## src/rtl/display_pkg.sv

```systemverilog
// Shared constants and types for the multiplexed seven-segment scanner.
package display_pkg;

  localparam int         NUM_DIGITS = 4;
  localparam logic [7:0] SEG_BLANK  = 8'hFF;
  localparam logic [3:0] ANODES_OFF = 4'hF;

  // Slot FSM: guard time with everything dark, then the PWM window.
  typedef enum logic {
    ST_BLANK  = 1'b0,
    ST_ACTIVE = 1'b1
  } slot_state_e;

  // Active-low one-hot anode pattern for a digit index.
  function automatic logic [3:0] anode_onehot_n(input logic [1:0] digit);
    return ~(4'b0001 << digit);
  endfunction

endpackage

```

## src/rtl/scan_timer.sv

```systemverilog
// Slot timing for the display scanner: blank/active slot FSM, PWM step
// counter (prescaled), digit index and the end-of-frame strobe.
module scan_timer
  import display_pkg::*;
#(
  parameter int PRESCALE     = 64,
  parameter int BLANK_CYCLES = 32
) (
  input  logic        i_clk,
  input  logic        i_rst,
  output slot_state_e o_state,
  output logic [1:0]  o_digit,
  output logic [7:0]  o_step,
  output logic        o_slot_start,
  output logic        o_frame_end
);

  localparam int PRE_W = (PRESCALE > 1) ? $clog2(PRESCALE) : 1;
  localparam int BLK_W = (BLANK_CYCLES > 1) ? $clog2(BLANK_CYCLES) : 1;
  localparam logic [PRE_W-1:0] PRE_LAST = PRE_W'(PRESCALE - 1);
  localparam logic [BLK_W-1:0] BLK_LAST = BLK_W'(BLANK_CYCLES - 1);

  slot_state_e      r_state, w_state_nxt;
  logic [BLK_W-1:0] r_blank_cnt, w_blank_cnt_nxt;
  logic [PRE_W-1:0] r_pre, w_pre_nxt;
  logic [7:0]       r_step, w_step_nxt;
  logic [1:0]       r_digit, w_digit_nxt;
  logic             w_blank_last;
  logic             w_active_last;

  assign w_blank_last  = (r_state == ST_BLANK) && (r_blank_cnt == BLK_LAST);
  assign w_active_last = (r_state == ST_ACTIVE) && (r_step == 8'hFF) &&
                         (r_pre == PRE_LAST);

  assign o_state      = r_state;
  assign o_digit      = r_digit;
  assign o_step       = r_step;
  assign o_slot_start = (r_state == ST_BLANK) && (r_blank_cnt == '0);
  assign o_frame_end  = w_active_last && (r_digit == 2'd3);

  // State and counter registers.
  always_ff @(posedge i_clk or posedge i_rst) begin
    if (i_rst) begin
      r_state     <= ST_BLANK;
      r_blank_cnt <= '0;
      r_pre       <= '0;
      r_step      <= '0;
      r_digit     <= '0;
    end else begin
      r_state     <= w_state_nxt;
      r_blank_cnt <= w_blank_cnt_nxt;
      r_pre       <= w_pre_nxt;
      r_step      <= w_step_nxt;
      r_digit     <= w_digit_nxt;
    end
  end

  // Next-state: counters wrap straight into the next slot/frame, no idle gap.
  always_comb begin
    w_state_nxt     = r_state;
    w_blank_cnt_nxt = r_blank_cnt;
    w_pre_nxt       = r_pre;
    w_step_nxt      = r_step;
    w_digit_nxt     = r_digit;
    case (r_state)
      ST_BLANK: begin
        if (w_blank_last) begin
          w_state_nxt     = ST_ACTIVE;
          w_blank_cnt_nxt = '0;
          w_pre_nxt       = '0;
          w_step_nxt      = '0;
        end else begin
          w_blank_cnt_nxt = r_blank_cnt + BLK_W'(1);
        end
      end
      ST_ACTIVE: begin
        if (r_pre == PRE_LAST) begin
          w_pre_nxt = '0;
          if (r_step == 8'hFF) begin
            w_state_nxt     = ST_BLANK;
            w_step_nxt      = '0;
            w_blank_cnt_nxt = '0;
            w_digit_nxt     = r_digit + 2'd1;
          end else begin
            w_step_nxt = r_step + 8'd1;
          end
        end else begin
          w_pre_nxt = r_pre + PRE_W'(1);
        end
      end
      default: w_state_nxt = ST_BLANK;
    endcase
  end

endmodule

```

## src/rtl/display_scan_ctrl.sv

```systemverilog
// Four-digit multiplexed seven-segment controller with PWM brightness and
// tear-free pattern updates (new patterns are swapped in at frame end).
//
// Update handshake: Seg_In is taken on a rising clock edge where both
// Update_Valid and Update_Ready are high. Update_Ready is low while an
// accepted pattern waits for the frame boundary; it rises on the clock after
// Frame_Done, when the waiting pattern has been moved to the display.
module display_scan_ctrl
  import display_pkg::*;
#(
  parameter int PRESCALE     = 64,
  parameter int BLANK_CYCLES = 32
) (
  input  logic        Clk_100M,
  input  logic        Reset_Button,
  input  logic [31:0] Seg_In,
  input  logic        Update_Valid,
  output logic        Update_Ready,
  input  logic [7:0]  Brightness,
  output logic [3:0]  SegmentDrivers,
  output logic [7:0]  SevenSegment,
  output logic        Frame_Done
);

  slot_state_e           w_state;
  logic [1:0]            w_digit;
  logic [7:0]            w_step;
  logic                  w_slot_start;
  logic                  w_frame_end;

  logic                  r_pending;
  logic [31:0]           r_pend_buf;
  logic [NUM_DIGITS-1:0][7:0] r_disp;
  logic [7:0]            r_bright;
  logic [3:0]            r_anodes;
  logic [7:0]            r_seg;

  logic                  w_take;
  logic                  w_lit;
  logic [3:0]            w_anodes_nxt;
  logic [7:0]            w_seg_nxt;

  scan_timer #(
    .PRESCALE    (PRESCALE),
    .BLANK_CYCLES(BLANK_CYCLES)
  ) u_timer (
    .i_clk       (Clk_100M),
    .i_rst       (Reset_Button),
    .o_state     (w_state),
    .o_digit     (w_digit),
    .o_step      (w_step),
    .o_slot_start(w_slot_start),
    .o_frame_end (w_frame_end)
  );

  assign Update_Ready   = ~r_pending;
  assign w_take         = Update_Valid & ~r_pending;
  assign Frame_Done     = w_frame_end;
  assign SegmentDrivers = r_anodes;
  assign SevenSegment   = r_seg;

  // Pending buffer and display registers; transfer only at frame end.
  always_ff @(posedge Clk_100M or posedge Reset_Button) begin
    if (Reset_Button) begin
      r_pending  <= 1'b0;
      r_pend_buf <= {4{SEG_BLANK}};
      r_disp     <= {NUM_DIGITS{SEG_BLANK}};
    end else if (w_frame_end && r_pending) begin
      r_disp    <= r_pend_buf;
      r_pending <= 1'b0;
    end else if (w_take) begin
      r_pend_buf <= Seg_In;
      r_pending  <= 1'b1;
    end
  end

  // Brightness is sampled once per slot so a slot's duty never changes midway.
  always_ff @(posedge Clk_100M or posedge Reset_Button) begin
    if (Reset_Button) begin
      r_bright <= 8'h00;
    end else if (w_slot_start) begin
      r_bright <= Brightness;
    end
  end

  // Digit is lit in ACTIVE for PWM steps below the latched brightness.
  always_comb begin
    w_lit        = 1'b0;
    w_anodes_nxt = ANODES_OFF;
    w_seg_nxt    = SEG_BLANK;
    if ((w_state == ST_ACTIVE) && (w_step < r_bright)) begin
      w_lit = 1'b1;
    end
    if (w_lit) begin
      w_anodes_nxt = anode_onehot_n(w_digit);
      w_seg_nxt    = r_disp[w_digit];
    end
  end

  // Registered pin drivers: one clock behind the timer state.
  always_ff @(posedge Clk_100M or posedge Reset_Button) begin
    if (Reset_Button) begin
      r_anodes <= ANODES_OFF;
      r_seg    <= SEG_BLANK;
    end else begin
      r_anodes <= w_anodes_nxt;
      r_seg    <= w_seg_nxt;
    end
  end

endmodule

```

## config.mk

```make
export PLATFORM = sky130hd
export DESIGN_NAME = display_scan_ctrl
export DESIGN_NICKNAME = d
export VERILOG_FILES = /design/src/rtl/display_pkg.sv /design/src/rtl/scan_timer.sv /design/src/rtl/display_scan_ctrl.sv
export SDC_FILE = /design/constraint.sdc
export NUM_CORES = 1
export LEC_CHECK = 0
export BUFFER_PORTS_ARGS = -buffer_cell sky130_fd_sc_hd__clkbuf_2
export CORE_MARGIN = 1.5
export CORE_UTILIZATION = 55
export DETAILED_ROUTE_END_ITERATION = 8
export PLACE_DENSITY = 0.83
export SKIP_CTS_REPAIR_TIMING = 1
export SYNTH_ARGS = -nofsm -noshare
export SYNTH_HDL_FRONTEND = slang
export SYNTH_HIERARCHICAL = 1
export SYNTH_SLANG_ARGS = --single-unit
```

## constraint.sdc

```tcl
create_clock -name Clk_100M -period 6.86 [get_ports Clk_100M]
set_input_delay 0.343 -clock Clk_100M [delete_from_list [all_inputs] [get_ports Clk_100M]]
set_output_delay 0.343 -clock Clk_100M [all_outputs]
set_load 0.02 [all_outputs]
```

==> results.md <==
- Power density over cell area: 205 nW/µm²
- Die Height: 96.5 µm
- Post-DP HPWL: 5.89 mm
- Fin. max-slew vios: 0
- Largest net degree at the start of global routing: 86
- CTS Root Cell: clkbuf_8
- CP Launch Type: flop
- Share of the synthesized area in the top cell type: 41.5%
- Fmax: 0.378 GHz
- DR iter-0 viols: 87
- Crit-path leading delay family: simple AND/OR/NAND/NOR gates
- Fin Setup TNS: 0 ns
- Fill count: 611
- Initial core utilization: 57.7%
- Reg2Reg Setup Slack: 4.22 ns
- Ratio of cells with drive above 1 in the final layout: 57.9%
- Reg2Reg Depth: 7
- Hold_ws: 0.118 ns
- Clk slew on worst S/H paths: 0.10 ns
- Clock Skews: 0.0117 ns
- Post-synth EDFFs: 0
- Worst IR Drop VDD: 173 µV
- Initial antenna violation count: 0
- Final core occ: 64.4%
- Status: finished with violations
- Placement row count: 33
- Total power draw: 1.10 mW
- Final worst-path cycle share: 38.5%
- Global-route wire length before repair: 13.6 mm
- GRT overflow: 0
- Gr usage total: 19.6%
- WP data required: 7.17 ns
- Syn Nets: 404
- DR DRC count: 1
- ANT cells: 0
- FF/Latch Area: 2770 µm²
- Total CTS buffers: 9
- Hold Violations, Final: 0
- Clk sinks: 107
- WP buf/inv: 1
- Final WL: 8.35 mm
- R2R Path Start: u_timer/o_state
- Crit path DAT: 2.95 ns
- Pre-antenna DRT Iters: 6
- Main flop type after synthesis: dfstp_2
- Worst hold path type: in2async
- Crit path kind: reg2reg
- Vias per inst: 5.57
- Static leakage: 2.41 nW
- Synth Instances: 348
- # IOs: 57
- RSZ-0062 raised after global routing: no
- CP peak stage delay: 0.65 ns
- Worst skew pair latency: 0.37 ns
- Buffers on Ports: 56
- Yosys cell types: 49
- Netlist Area Pre-Place: 4810 µm²
- Syn avg cell area: 13.8 µm²
- Core Region: 8340 µm²
- CTS max path bufs: 2
- Final-report setup violation count: 0
- Worst Setup EP: r_disp[17]
- Levels on crit path: 7
- Violated checks: design-rule violations
- CTS tree: yes
- Area growth, synth to finish: 11.7%
- Multi-input logic area: 1850 µm²
- Die area: 9320 µm²
- Critical Path Sink Type: flop
- Avg WL per Cell: 16.2 µm
- Crit. Startpoint: u_timer/o_state
- Largest area contributor in the netlist: dfstp_2
- Slowest stage cell on the critical path: dfrtp_1
- Vias: 2864
- R2r endpoint: r_disp[17]
- Vias in the first global route: 2876
- Antenna Nets Post-Route: 0
- Tmin final: 2.64 ns
- Max Cap Viol: 0
- H-tree depth: 3
- Critical Path Fanout Max: 21
- Asr flop ratio synth: 100%
- Worst-Margin Slew: 1.02 ns
- Crit-path cells: nand3_1 -> nor3_1 -> and3_2 -> and2_1 -> nand2_1 -> buf_4 -> mux2_2
- GP Congestion: 0.818
- Final net count: 460
- Synth warn: 6
- Die span in x: 96.5 µm
- Top cells by area, synth: dfstp_2, dfrtp_1, mux2_2
- Yosys reg bits: 107
- Relative slew slack: 32.0%
- Sequential area share after synthesis: 57.6%
## worst min path at each step
| stage | start | end | slack, ns | cells past startpoint |
|---|---|---|---|---|
| 6_report | Reset_Button | u_timer/r_pre[0] | 0.12 | 2 |
| 5_1_grt | Seg_In[20] | r_pend_buf[20] | 0.17 | 2 |
| 4_1_cts | Reset_Button | u_timer/r_pre[0] | 0.14 | 2 |
| 3_5_place_dp | r_bright[0] | r_bright[0] | 0.51 | 1 |
| 3_3_place_gp | u_timer/o_step[0] | u_timer/o_step[0] | 0.49 | 1 |
| 2_1_floorplan | Reset_Button | u_timer/o_digit[0] | 0.33 | 1 |
## metrics by stage
stage | std cells | setup WS [ns] | area, µm²
3_5_place_dp | 498 | 4.26 | 5150
4_1_cts | 514 | 4.22 | 5370
3_3_place_gp | 498 | 4.40 | 5150
6_report | 514 | 4.22 | 5370
5_1_grt | 514 | 4.03 | 5370
2_1_floorplan | 348 | 4.45 | 4810
## final cells by class
cell class	count	share of cell area (%)
Sequential cell	107	51.6
Multi-Input combinational cell	203	34.5
Timing Repair Buffer	60	5.78
Clock buffer	10	2.56
Tap cell	105	2.45
Inverter	23	1.63
Clock inverter	6	1.51
## cell usage after synthesis (all sizes together) (2+ instances only)
cell	instances
dfstp	76
mux2	68
dfrtp	31
inv	23
nand2	23
o21ai	17
buf	13
ha	13
mux4	8
nand2b	8
o211ai	8
a31oi	7
and3	5
nand3	5
o2111ai	5
a22o	3
mux2i	3
nor2	3
a21o	2
a21oi	2
and2	2
and4	2
clkbuf	2
nand4	2
nor2b	2
xnor2	2
xor2	2
## state kept, by name, indices dropped and copies added, names as in the netlist, 4 cells and up
register,flops
r_pend_buf,32
r_disp,32
r_bright,8
SegmentDrivers,4
u_timer/o_step,8
u_timer/r_blank_cnt,5
u_timer/r_pre,6
SevenSegment,8
## placed cells by master (no fill, tap or decap), types with 2 or more instances in the layout
master,instances
xnor2_1,2
a31oi_1,6
mux4_1,2
mux4_2,6
o211ai_1,8
nor2_1,3
mux2_2,67
dfrtp_1,31
o21ai_0,17
a22o_1,3
buf_4,4
nand3_1,4
and3_1,4
dfstp_2,76
a21oi_1,2
ha_1,13
nand2_1,23
clkinvlp_4,2
o2111ai_1,5
clkbuf_8,10
clkbuf_2,56
nand2b_1,8
xor2_1,2
mux2i_1,3
inv_1,22
## where the power goes
group          leakage (nW)  total (mW)  internal, mW  switching [mW]
clock network         0.104       0.405         0.185           0.219
logic                  1.12      0.0403        0.0186          0.0217
registers              1.18       0.658         0.652         0.00647
total                  2.41        1.10         0.856           0.248
## routing by layer
layer	vias up	GRT usage, %	wire length (µm)
li1	1352	-	-
met1	1435	24.6	3640
met3	11	5.32	365
met2	66	33.2	4260
met4	0	6.04	92
met5	-	0	0
## logic make-up (layout without fill, tap and decap cells)
family                     Yosys count  after routing  share of synthesized area (%)
muxes                               79             79                           20.5
and+or+nand+nor                     57             57                           6.63
DFF                                107            107                           57.6
adders and majority gates           13             13                           3.38
xor gates and xnor gates             4              4                          0.729
AOI/OAI and AO/OA                   50             50                           7.18
buffers and inverters               38             99                           3.90
(Power assumes the default switching activity.)
